<file path="config.mk">
export PLATFORM = sky130hd
export DESIGN_NAME = rv32_mod_instruction_aligner
export DESIGN_NICKNAME = d
export VERILOG_FILES = /design/src/rtl/rv32_pkg.sv /design/src/rtl/rv32_mod_instruction_aligner.sv
export SDC_FILE = /design/constraint.sdc
export NUM_CORES = 1
export LEC_CHECK = 0
export ABC_AREA = 1
export CAP_MARGIN = 30
export CORE_MARGIN = 5
export CORE_UTILIZATION = 52
export DETAILED_ROUTE_END_ITERATION = 8
export HOLD_SLACK_MARGIN = 0.02
export PLACE_DENSITY = 0.78
export RECOVER_POWER = 50
export SYNTH_ARGS = -nofsm -noshare
export SYNTH_HDL_FRONTEND = slang
export SYNTH_SLANG_ARGS = --single-unit
</file>
<file path="constraint.sdc">
create_clock -name clk -period 6.45 [get_ports clk]
set_input_delay 1.29 -clock clk [delete_from_list [all_inputs] [get_ports clk]]
set_output_delay 1.29 -clock clk [all_outputs]
set_load 0.02 [all_outputs]
</file>
<file path="src/rtl/rv32_pkg.sv">
// Shared rv32imc core definitions: halfword width, PC type and the
// compressed-encoding test used by the fetch/decode path.
package rv32_pkg;
  localparam int HALFWORD_W = 16;

  typedef logic [31:0] pc_t;

  function automatic logic is_compressed(input logic [1:0] lsb);
    return lsb != 2'b11;
  endfunction
endpackage

</file>
<file path="src/rtl/rv32_mod_instruction_aligner.sv">
// Fetch-side aligner: buffers word fetches as halfwords and emits one
// 16-bit or 32-bit instruction per handshake with its PC.
module rv32_mod_instruction_aligner
  import rv32_pkg::*;
#(
  parameter pc_t RESET_PC = 32'h0000_0000
) (
  input  logic        clk,
  input  logic        rst,
  input  logic        fetch_valid,
  output logic        fetch_ready,
  input  logic [31:0] fetch_data,
  input  logic        flush,
  input  logic [31:0] flush_pc,
  output logic        instr_valid,
  input  logic        instr_ready,
  output logic [31:0] instruction,
  output logic [31:0] instr_pc,
  output logic        instr_is_compressed
);

  logic [HALFWORD_W-1:0] hw_reg [4];
  logic [HALFWORD_W-1:0] hw_shift [4];
  logic [HALFWORD_W-1:0] hw_next [4];
  logic [2:0]            count_reg;
  logic [2:0]            count_next;
  pc_t                   head_pc_reg;
  logic                  drop_low_reg;

  logic       head_c;
  logic       consume;
  logic       accept;
  logic [2:0] consumed;
  logic [2:0] appended;
  logic [2:0] base;

  assign head_c = is_compressed(hw_reg[0][1:0]);

  always_comb begin
    instr_valid         = 1'b0;
    instruction         = 32'h0;
    instr_is_compressed = 1'b0;
    if (head_c) begin
      if (count_reg >= 3'd1) begin
        instr_valid         = 1'b1;
        instruction         = {16'h0, hw_reg[0]};
        instr_is_compressed = 1'b1;
      end
    end else if (count_reg >= 3'd2) begin
      instr_valid = 1'b1;
      instruction = {hw_reg[1], hw_reg[0]};
    end
  end

  assign instr_pc    = head_pc_reg;
  assign fetch_ready = (count_reg <= 3'd2) && !flush;
  assign consume     = instr_valid && instr_ready && !flush;
  assign accept      = fetch_valid && fetch_ready;
  assign consumed    = consume ? (head_c ? 3'd1 : 3'd2) : 3'd0;
  assign appended    = accept ? (drop_low_reg ? 3'd1 : 3'd2) : 3'd0;
  assign base        = count_reg - consumed;
  assign count_next  = count_reg - consumed + appended;

  // Drop the consumed halfwords first; new fetch data lands behind the survivors.
  for (genvar gi = 0; gi < 4; gi++) begin : g_shift
    logic [2:0] src;
    assign src          = 3'(gi) + consumed;
    assign hw_shift[gi] = (src < 3'd4) ? hw_reg[src[1:0]] : '0;
  end

  always_comb begin
    hw_next = hw_shift;
    if (accept) begin
      if (drop_low_reg) begin
        hw_next[base[1:0]] = fetch_data[31:16];
      end else begin
        hw_next[base[1:0]]         = fetch_data[15:0];
        hw_next[base[1:0] + 2'd1]  = fetch_data[31:16];
      end
    end
  end

  always_ff @(posedge clk or posedge rst) begin
    if (rst) begin
      count_reg    <= 3'd0;
      head_pc_reg  <= RESET_PC;
      drop_low_reg <= RESET_PC[1];
      for (int i = 0; i < 4; i++) hw_reg[i] <= '0;
    end else if (flush) begin
      count_reg    <= 3'd0;
      head_pc_reg  <= flush_pc & ~32'h1;
      drop_low_reg <= flush_pc[1];
    end else begin
      count_reg   <= count_next;
      hw_reg      <= hw_next;
      head_pc_reg <= head_pc_reg + {28'h0, consumed, 1'b0};
      if (accept) drop_low_reg <= 1'b0;
    end
  end

endmodule

</file>
==> impl_metrics.csv, run 1 <==
group,metric,value,unit
outcome,status,"finished, violations left",
outcome,violations,"capacitance limit, slew limit",
worst_hold_path,worstHoldStart,"hw_reg[31]",
global_routing,use_met3,4.94,%
clock_network,cts_setup_buffers,0,
sta,slew-limit-headroom,-57.4,%
setup_path,cp_slowest_cell,"inv_1",
power,p_leak,5.01,nW
die,initial_core_util,52.4,%
global_routing,grt_pass1_vias,9191,
sta,finalSetupTns,0,ns
clock_network,cts.sinks,99,
sta,max_freq,191,MHz
setup_path,r2r_cells,13,
route,drt_wl_total,28800,µm
logic_synthesis,synth_edf_count,0,
route,detail-route-antenna-nets,0,
clock_network,ctsResizeCount,0,
power,power.density,461,mW/mm²
placed_design,place.gp.congestion,0.887,
die,die_h,138,µm
die,coreArea,0.0163,mm²
global_routing,antenna_found_initial,0,
clock_network,clk_pin_slew_worst_paths,0.07,ns
route,wl_per_cell,16.7,µm
sta,tightest_slew,2.35,ns
placed_design,port-buffer-count,133,
setup_path,critical_path.startpoint,"instr_ready",
clock_network,cts-root-buf,"clkbuf_16",
sta,hold_slack,0.535,ns
route,drt_iter0_markers,1051,
die,die_x,138,µm
logic_synthesis,ys_seq_elements,99,
setup_path,r2r_start,"hw_reg[48]",
sta,report.final.slew_viol_count,49,
global_routing,grt_usage,29.2,%
final_layout,largest_reg_flops,64,
final_layout,diodes,0,
route,first_pass_iters,8,
global_routing,grt_max_degree,110,
sta,finalSetupViolCount,0,
sta,fin_crit_sh,81.4,%
logic_synthesis,ys_types,42,
final_layout,seq_area,0.00248,mm²
final_layout,fin_nets,1577,
power,peakVddDrop,263,µV
job,max_cap_violations,1,
setup_path,worstSetupEndpoint,"hw_reg[1]",
global_routing,grt_overflow_total,0,
setup_path,critPathLaunchType,"input pin",
logic_synthesis,syn_area_per_cell,6.01,µm²
sta,rsz0062_at_grt,"false",
die,die_area,0.0191,mm²
logic_synthesis,ys_seq_area_share,28.9,%
global_routing,grt_busiest_layer,"met2",
clock_network,cts.htree.levels,3,
setup_path,r2r-end,"hw_reg[1]",
logic_synthesis,synth_warnings,0,
route,drcViolationCount,0,
final_layout,final_cells,1725,
logic_synthesis,synth_nets,1501,
global_routing,grt_pass1_wl,46700,µm
die,num_rows,47,
final_layout,fillCellCount,1592,
sta,clock_skew,0.00650,ns
clock_network,clk-insertion-delay-late,0.35,ns
final_layout,syn2layout_area_growth,19.8,%
setup_path,slowest_delay,0.78,ns
setup_path,path_common_cell,"inv_1",
logic_synthesis,ys_async_sr_fraction,100,%
logic_synthesis,ys.flop_type,"dfrtp_1",
placed_design,dpl.hpwl,18700,µm
logic_synthesis,synth_area,0.00856,mm²
clock_network,ctsHoldBuffers,0,
setup_path,crit_path_end_kind,"flip-flop",
route,routed_via_density,5.79,
clock_network,cts_tree,"built",
global_routing,grt_use_met1,38.9,%
setup_path,reg2reg_slack,2.02,ns
global_routing,grt_use_met2,47.4,%
setup_path,critPathRequiredTime,6.65,ns
setup_path,cp_cell_sequence,"clkdlybuf4s50_1 > nand4_1 > inv_1 > ha_1 > inv_1 > fa_1 > nand2_1 > buf_4 > inv_1 > nand2_1 > o21ai_0 > a221oi_1 > a22oi_1",
final_layout,multi_input_area,0.00511,mm²
route,vias,9985,
worst_hold_path,hold_class,"flip-flop to flip-flop",
setup_path,crit_arrival,5.44,ns
placed_design,place_inst,1708,
sta,layout_min_cycle_time,5.25,ns
logic_synthesis,synth_cells,1424,
clock_network,clockBufferDepth,2,
final_layout,final_layout_size_suffix_gt1_share,4.25,%
die,io_pins,136,
setup_path,path_class,"input pin to flip-flop",
clock_network,cts_inserted_buffers,9,
setup_path,cp_max_fo,24,
sta,hold_violations,0,
[layout by cell type (no fill, tap or decap), types with 3 or more instances in the layout]
cell type        netlist  final
a21oi_1               84     83
nor3_1                30     30
nand4_1               15     15
dlygate4sd3_1          0     32
a31oi_1                5      5
nand2_2                3      3
ha_1                   6      6
a211oi_1               9      9
nor2_2                 3      3
clkdlybuf4s50_1        0    100
a311oi_1               3      3
nand3_1              105    105
nand2_1              463    463
a221oi_1              12     12
xnor2_1                8      8
o211ai_1               4      4
inv_1                137    138
a22oi_1               24     24
o22ai_1               19     19
nor2_4                 3      3
o21ai_0               75     75
inv_2                  9      7
nor2_1               129    129
nor4_1                 4      4
xor2_1                 8      8
o21ai_1               61     61
buf_4                  9     21
dfrtp_1               99     99
clkbuf_16              0      9
[cells by family (layout without fill, tap and decap cells)]
group | after synthesis | in the layout | share of synthesized area, %
and+or+nand+nor | 761 | 761 | 36.8
other | 1 | 1 | 0.0438
DFF | 99 | 99 | 28.9
buffers and inverters | 239 | 320 | 11.4
xor gates and xnor gates | 16 | 16 | 1.64
adders and majority gates | 8 | 8 | 1.34
AOI/OAI and AO/OA | 300 | 300 | 19.8
[how the worst min path moves through the flow]
stage	cells past startpoint	end	slack (ns)
2_1_floorplan	2	hw_reg[41]	0.49
3_3_place_gp	2	hw_reg[31]	0.51
3_5_place_dp	2	hw_reg[31]	0.52
4_1_cts	2	hw_reg[31]	0.54
5_1_grt	2	hw_reg[31]	0.58
6_report	2	hw_reg[31]	0.54
[stage by stage]
stage / area [µm²] / setup slack (ns) / util (%) / total power [W]
final: 10300 / 1.20 / 62.7 / 0.00473
after global routing: 10300 / 1.03 / 62.7 / 0.00516
after CTS: 10200 / 1.64 / 62.6 / 0.00469
after detailed placement: 9910 / 1.28 / 60.6 / 0.00408
after global placement: 9910 / 1.35 / 60.6 / 0.00399
after floorplan: 8560 / 2.40 / - / 0.00318
[cells in the mapped netlist, drive strengths merged (9+ instances only)]
cell type | count | share of area [%]
a211oi | 9 | 0.79
a21oi | 85 | 5.0
a221oi | 12 | 1.2
a22oi | 24 | 2.1
buf | 46 | 2.9
clkbuf | 44 | 1.9
dfrtp | 99 | 29
inv | 147 | 6.5
nand2 | 466 | 21
nand3 | 106 | 6.3
nand4 | 16 | 1.3
nor2 | 135 | 6.3
nor3 | 32 | 2.0
o21ai | 136 | 8.0
o22ai | 19 | 1.4
[area by class of cell]
| cell class | count | share of cell area (%) |
|---|---|---|
| Multi-Input combinational cell | 1086 | 49.8 |
| Sequential cell | 99 | 24.2 |
| Timing Repair Buffer | 155 | 14.7 |
| Inverter | 149 | 5.50 |
| Tap cell | 220 | 2.68 |
| Clock buffer | 10 | 2.23 |
| Clock inverter | 6 | 0.866 |
[routing by layer]
metal / share of wire [%] / routed length [µm]
met4: 3.2 / 931
met5: 0 / 0
met1: 41 / 11900
met2: 46 / 13200
met3: 9.5 / 2730
[power by group]
| part | total (W) | internal, W | switching (W) | leakage, nW |
|---|---|---|---|---|
| clock network | 0.000609 | 0.000342 | 0.000267 | 0.149 |
| registers | 0.00102 | 0.000836 | 0.000186 | 1.12 |
| logic | 0.00310 | 0.00111 | 0.00199 | 3.74 |
[worst max-delay path, delay by kind of cell]
kind | cells | cell delay, ns
adders and majority gates | 2 | 0.90
and+or+nand+nor | 3 | 0.80
buffers and inverters | 5 | 1.91
AOI/OAI and AO/OA | 3 | 0.52
Power figures use the tool's default switching activity.
==> run 2: changes to the inputs <==
CORE_UTILIZATION = 50   (was 52)
clock period = 4.5 ns   (was 6.45 ns; I/O delays follow)
==> run 2 against run 1 <==
The flow still finishes with violations (capacitance limit, slew limit); cell count increased by 0.41%; largest power group unchanged; first-iteration DRC count increased by 6.3%; sequential power increased by 44%; clock power increased by 53%; hold slack improved by 0.014 ns; non-clock buffer count increased by 9; utilization decreased by 0.79 points; setup slack got worse by 0.43 ns; critical path type unchanged; total power increased by 47%; critical path depth decreased by 8; global-route usage decreased by 0.51 points; highest routed layer unchanged; via count decreased by 0.11%.
==> impl_metrics.csv, run 2 (synthesized netlist as in run 1, its figures left out) <==
group,metric,value,unit
power,power.density,673,mW/mm²
route,routed_via_density,5.76,
setup_path,r2r_cells,12,
global_routing,grt_max_degree,110,
sta,tightest_slew,2.66,ns
die,die_x,141,µm
sta,fin_crit_sh,82.9,%
setup_path,critPathLaunchType,"input pin",
final_layout,diodes,0,
setup_path,worstSetupEndpoint,"drop_low_reg",
final_layout,final_common_cell,"nand2_1",
clock_network,ctsResizeCount,0,
sta,max_freq,268,MHz
route,drcViolationCount,0,
final_layout,largest_reg_flops,64,
sta,report.final.slew_viol_count,114,
setup_path,cp_max_fo,50,
setup_path,r2r-end,"hw_reg[15]",
worst_hold_path,hold_class,"flip-flop to flip-flop",
setup_path,crit_arrival,3.99,ns
final_layout,final_layout_size_suffix_gt1_share,4.76,%
route,wl_per_cell,16.8,µm
die,num_rows,47,
setup_path,critPathRequiredTime,4.76,ns
global_routing,grt_pass1_vias,9080,
final_layout,final_cells,1732,
sta,fin_ws,0.769,ns
placed_design,place_inst,1717,
clock_network,clk_pin_slew_worst_paths,0.08,ns
route,drt_wl_total,29100,µm
clock_network,cts.htree.levels,3,
sta,clock_skew,0.00896,ns
final_layout,fin_nets,1586,
sta,finalSetupTns,0,ns
power,p_leak,5.07,nW
placed_design,port-buffer-count,133,
sta,layout_min_cycle_time,3.73,ns
die,die_area,0.0198,mm²
route,vias,9974,
route,drt_iter0_markers,1117,
die,coreArea,0.0167,mm²
outcome,violations,"capacitance limit, slew limit",
sta,hold_violations,0,
die,initial_core_util,51.3,%
setup_path,reg2reg_slack,1.26,ns
clock_network,cts_setup_buffers,0,
sta,slew-limit-headroom,-77.4,%
placed_design,place.gp.congestion,0.925,
final_layout,final_cell_mix,"463 x nand2_1, 137 x inv_1, 129 x nor2_1",
route,first_pass_iters,5,
clock_network,clockBufferDepth,2,
clock_network,clk-insertion-delay-late,0.37,ns
clock_network,cts_tree,"built",
setup_path,critical_path.startpoint,"flush",
setup_path,r2r_start,"hw_reg[49]",
global_routing,grt_pass1_wl,46200,µm
power,peakVddDrop,488,µV
clock_network,ctsHoldBuffers,0,
route,detail-route-antenna-nets,0,
global_routing,grt_overflow_total,0,
die,io_pins,136,
global_routing,antenna_found_initial,0,
global_routing,grt_usage,28.6,%
outcome,status,"finished, violations left",
setup_path,path_class,"input pin to flip-flop",
placed_design,dpl.hpwl,19200,µm
job,max_cap_violations,2,
setup_path,crit_path_end_kind,"flip-flop",
clock_network,cts_inserted_buffers,9,
die,die_h,141,µm
placed_design,dp_worst_setup_slack,0.574,ns
sta,finalSetupViolCount,0,
sta,rsz0062_at_grt,"false",
final_layout,syn2layout_area_growth,20.9,%
clock_network,cts-root-buf,"clkbuf_16",
clock_network,cts.sinks,99,
==> run 2: metal layers <==
metal | share of wire, % | GRT usage, % | vias up
met5 | 0 | 0 | -
met4 | 3.5 | 11.5 | 0
met3 | 9.6 | 4.61 | 102
met2 | 46 | 46.1 | 523
met1 | 41 | 38.7 | 4517
li1 | - | - | 4832
==> run 2: area by class of cell <==
type / count / area [µm²]
Inverter: 149 / 563
Clock buffer: 10 / 239
Sequential cell: 99 / 2480
Clock inverter: 4 / 98.8
Timing Repair Buffer: 164 / 1580
Fill cell: 1642 / 6350
Multi-Input combinational cell: 1086 / 5110
Tap cell: 220 / 275
==> run 2: worst min-delay path by stage <==
| stage | endpoint | from | cells after the start | slack (ns) |
|---|---|---|---|---|
| after floorplan | hw_reg[41] | hw_reg[41] | 2 | 0.49 |
| after global placement | hw_reg[31] | hw_reg[31] | 2 | 0.51 |
| after detailed placement | hw_reg[31] | hw_reg[31] | 2 | 0.52 |
| after CTS | hw_reg[31] | hw_reg[31] | 2 | 0.54 |
| after global routing | hw_reg[10] | hw_reg[10] | 2 | 0.58 |
| final | hw_reg[31] | hw_reg[31] | 2 | 0.55 |
==> run 2: through the flow <==
stage,total power [W],utilization [%],area [µm²],hold slack (ns)
detailed placement,0.00594,59.8,9990,0.523
floorplan,0.00456,-,8560,0.493
global route,0.00757,61.9,10300,0.580
global placement,0.00585,59.8,9990,0.515
CTS,0.00689,61.9,10300,0.543
finish,0.00697,61.9,10300,0.549
==> run 2: worst max-delay path, stage by stage <==
cell and delay [ns]:
buf_4 0.10, clkbuf_2 0.83, clkbuf_1 1.57, nand2_1 0.37, o31ai_1 0.18
==> run 2: power breakdown <==
group	leakage [nW]	internal [W]	switching [W]
Sequential	1.12	0.00120	0.000266
Combinational	3.78	0.00166	0.00292
Clock	0.165	0.000555	0.000373
Total	5.07	0.00341	0.00356
==> run 3: changes to the inputs <==
clock period = 3.1 ns   (was 4.5 ns; I/O delays follow)
==> run 3 against run 2 <==
The run now ends clean; count of clock-buffer cells in the layout unchanged; register-to-register slack got worse by 0.95 ns; non-clock buffer count is 50 higher; utilization grew 2.5 points; die area stayed put; via count up 1.7%; critical path depth is 1 higher; total power increased by 49%; critical endpoint is now instruction[24]; largest power group unchanged; highest routed layer unchanged.
==> impl_metrics.csv, run 3 (synthesized netlist as in run 1, its figures left out) <==
group,metric,value,unit
final_layout,diodes,0,
setup_path,path_class,"flip-flop to output pin",
clock_network,cts_setup_buffers,0,
sta,rsz0062_at_grt,"false",
final_layout,largest_reg_flops,64,
final_layout,final_cell_mix,"462 x nand2_1, 136 x inv_1, 127 x nor2_1",
clock_network,ctsHoldBuffers,0,
die,num_rows,47,
worst_hold_path,worstHoldStart,"hw_reg[31]",
setup_path,r2r_start,"hw_reg[48]",
sta,max_freq,355,MHz
die,initial_core_util,51.3,%
die,io_pins,136,
clock_network,cts-root-buf,"clkbuf_16",
global_routing,grt_overflow_total,0,
route,drcViolationCount,0,
global_routing,antenna_found_initial,0,
job,max_cap_violations,0,
final_layout,fin_nets,1636,
outcome,status,"finished clean",
power,power.density,967,mW/mm²
global_routing,grt_usage,29.5,%
clock_network,ctsResizeCount,0,
setup_path,reg2reg_slack,0.31,ns
placed_design,place.gp.congestion,0.927,
clock_network,clk_pin_slew_worst_paths,0.07,ns
worst_hold_path,hold_class,"flip-flop to flip-flop",
setup_path,crit_path_end_kind,"output pin",
sta,clock_skew,0.00592,ns
route,drt_iter0_markers,1077,
sta,layout_min_cycle_time,2.82,ns
final_layout,syn2layout_area_growth,25.7,%
sta,hold_violations,0,
power,p_leak,5.31,nW
clock_network,cts.htree.levels,3,
die,coreArea,0.0167,mm²
clock_network,clk-insertion-delay-late,0.37,ns
route,first_pass_iters,6,
sta,report.final.slew_viol_count,0,
sta,slew-limit-headroom,10.5,%
route,vias,10139,
sta,fin_ws,0.282,ns
die,die_area,0.0198,mm²
setup_path,cp_max_fo,13,
die,die_x,141,µm
global_routing,grt_pass1_vias,9566,
sta,fin_crit_sh,90.9,%
global_routing,grt_pass1_wl,47700,µm
setup_path,critPathLaunchType,"flip-flop",
setup_path,crit_arrival,2.20,ns
global_routing,grt_max_degree,97,
clock_network,clockBufferDepth,2,
worst_hold_path,min_to,"hw_reg[31]",
power,peakVddDrop,684,µV
clock_network,cts_tree,"built",
setup_path,critPathRequiredTime,2.48,ns
setup_path,r2r-end,"hw_reg[22]",
clock_network,cts.sinks,99,
sta,finalSetupViolCount,0,
final_layout,final_layout_size_suffix_gt1_share,8.12,%
final_layout,final_common_cell,"nand2_1",
placed_design,dp_worst_setup_slack,-0.142,ns
placed_design,port-buffer-count,133,
route,routed_via_density,5.68,
placed_design,dpl.hpwl,20800,µm
route,wl_per_cell,16.8,µm
route,drt_wl_total,29900,µm
die,die_h,141,µm
setup_path,r2r_cells,15,
setup_path,critical_path.startpoint,"hw_reg[48]",
sta,hold_slack,0.554,ns
sta,tightest_slew,1.34,ns
worst_hold_path,whs_path_depth,2,
sta,finalSetupTns,0,ns
route,detail-route-antenna-nets,0,
clock_network,cts_inserted_buffers,9,
## run 3: cell count changes in the layout (fill, tap and decap cells not counted), sizes merged
cell	previous run	this run
buf	28	79
clkinvlp	0	2
bufinv	3	0
clkinv	2	5
clkbuf	14	13
dlygate4sd3	32	30
clkdlybuf4s50	100	102
## run 3: area by class of cell
class                           instances  area, µm²
Clock buffer                           10        239
Clock inverter                          6       56.3
Fill cell                            1553       5940
Inverter                              149        564
Multi-Input combinational cell       1086       5130
Sequential cell                        99       2480
Tap cell                              220        275
Timing Repair Buffer                  214       2020
## run 3: routing by layer
metal  vias up  track usage (%)  wire length [µm]
met3        94             3.83              2720
met5         -                0                 0
met4         0             14.2              1220
li1       4940                -                 -
met1      4599             39.3             12300
met2       506             47.8             13700
## run 3: how the worst max path moves through the flow
stage / endpoint / slack, ns / cells past startpoint
after global routing: hw_reg[47] / 0.04 / 13
final: instruction[24] / 0.28 / 6
after detailed placement: hw_reg[38] / -0.14 / 13
after CTS: hw_reg[38] / 0.23 / 13
after floorplan: hw_reg[0] / 0.02 / 17
after global placement: hw_reg[45] / -0.06 / 13
## run 3: worst max-delay path, cell delays in order, from the launching register on
cell	delay [ns]
dfrtp_1	0.46
nand2_2	0.17
inv_2	0.13
nand2_1	0.05
buf_4	0.22
nor2_1	0.16
clkdlybuf4s50_1	0.63
## run 3: power by group
group,internal (W),switching (W),total (W)
Sequential,0.00174,0.000378,0.00212
Combinational,0.00282,0.00431,0.00713
Clock,0.000585,0.000582,0.00117
## run 3: metrics by stage
step	instances	utilization (%)	power (W)	instance area [µm²]
floorplan	1424	-	0.00678	8640
global placement	1767	62.7	0.00896	10500
detailed placement	1767	62.7	0.00914	10500
CTS	1783	64.5	0.0103	10800
global route	1784	64.4	0.0113	10800
finish	1784	64.4	0.0104	10800
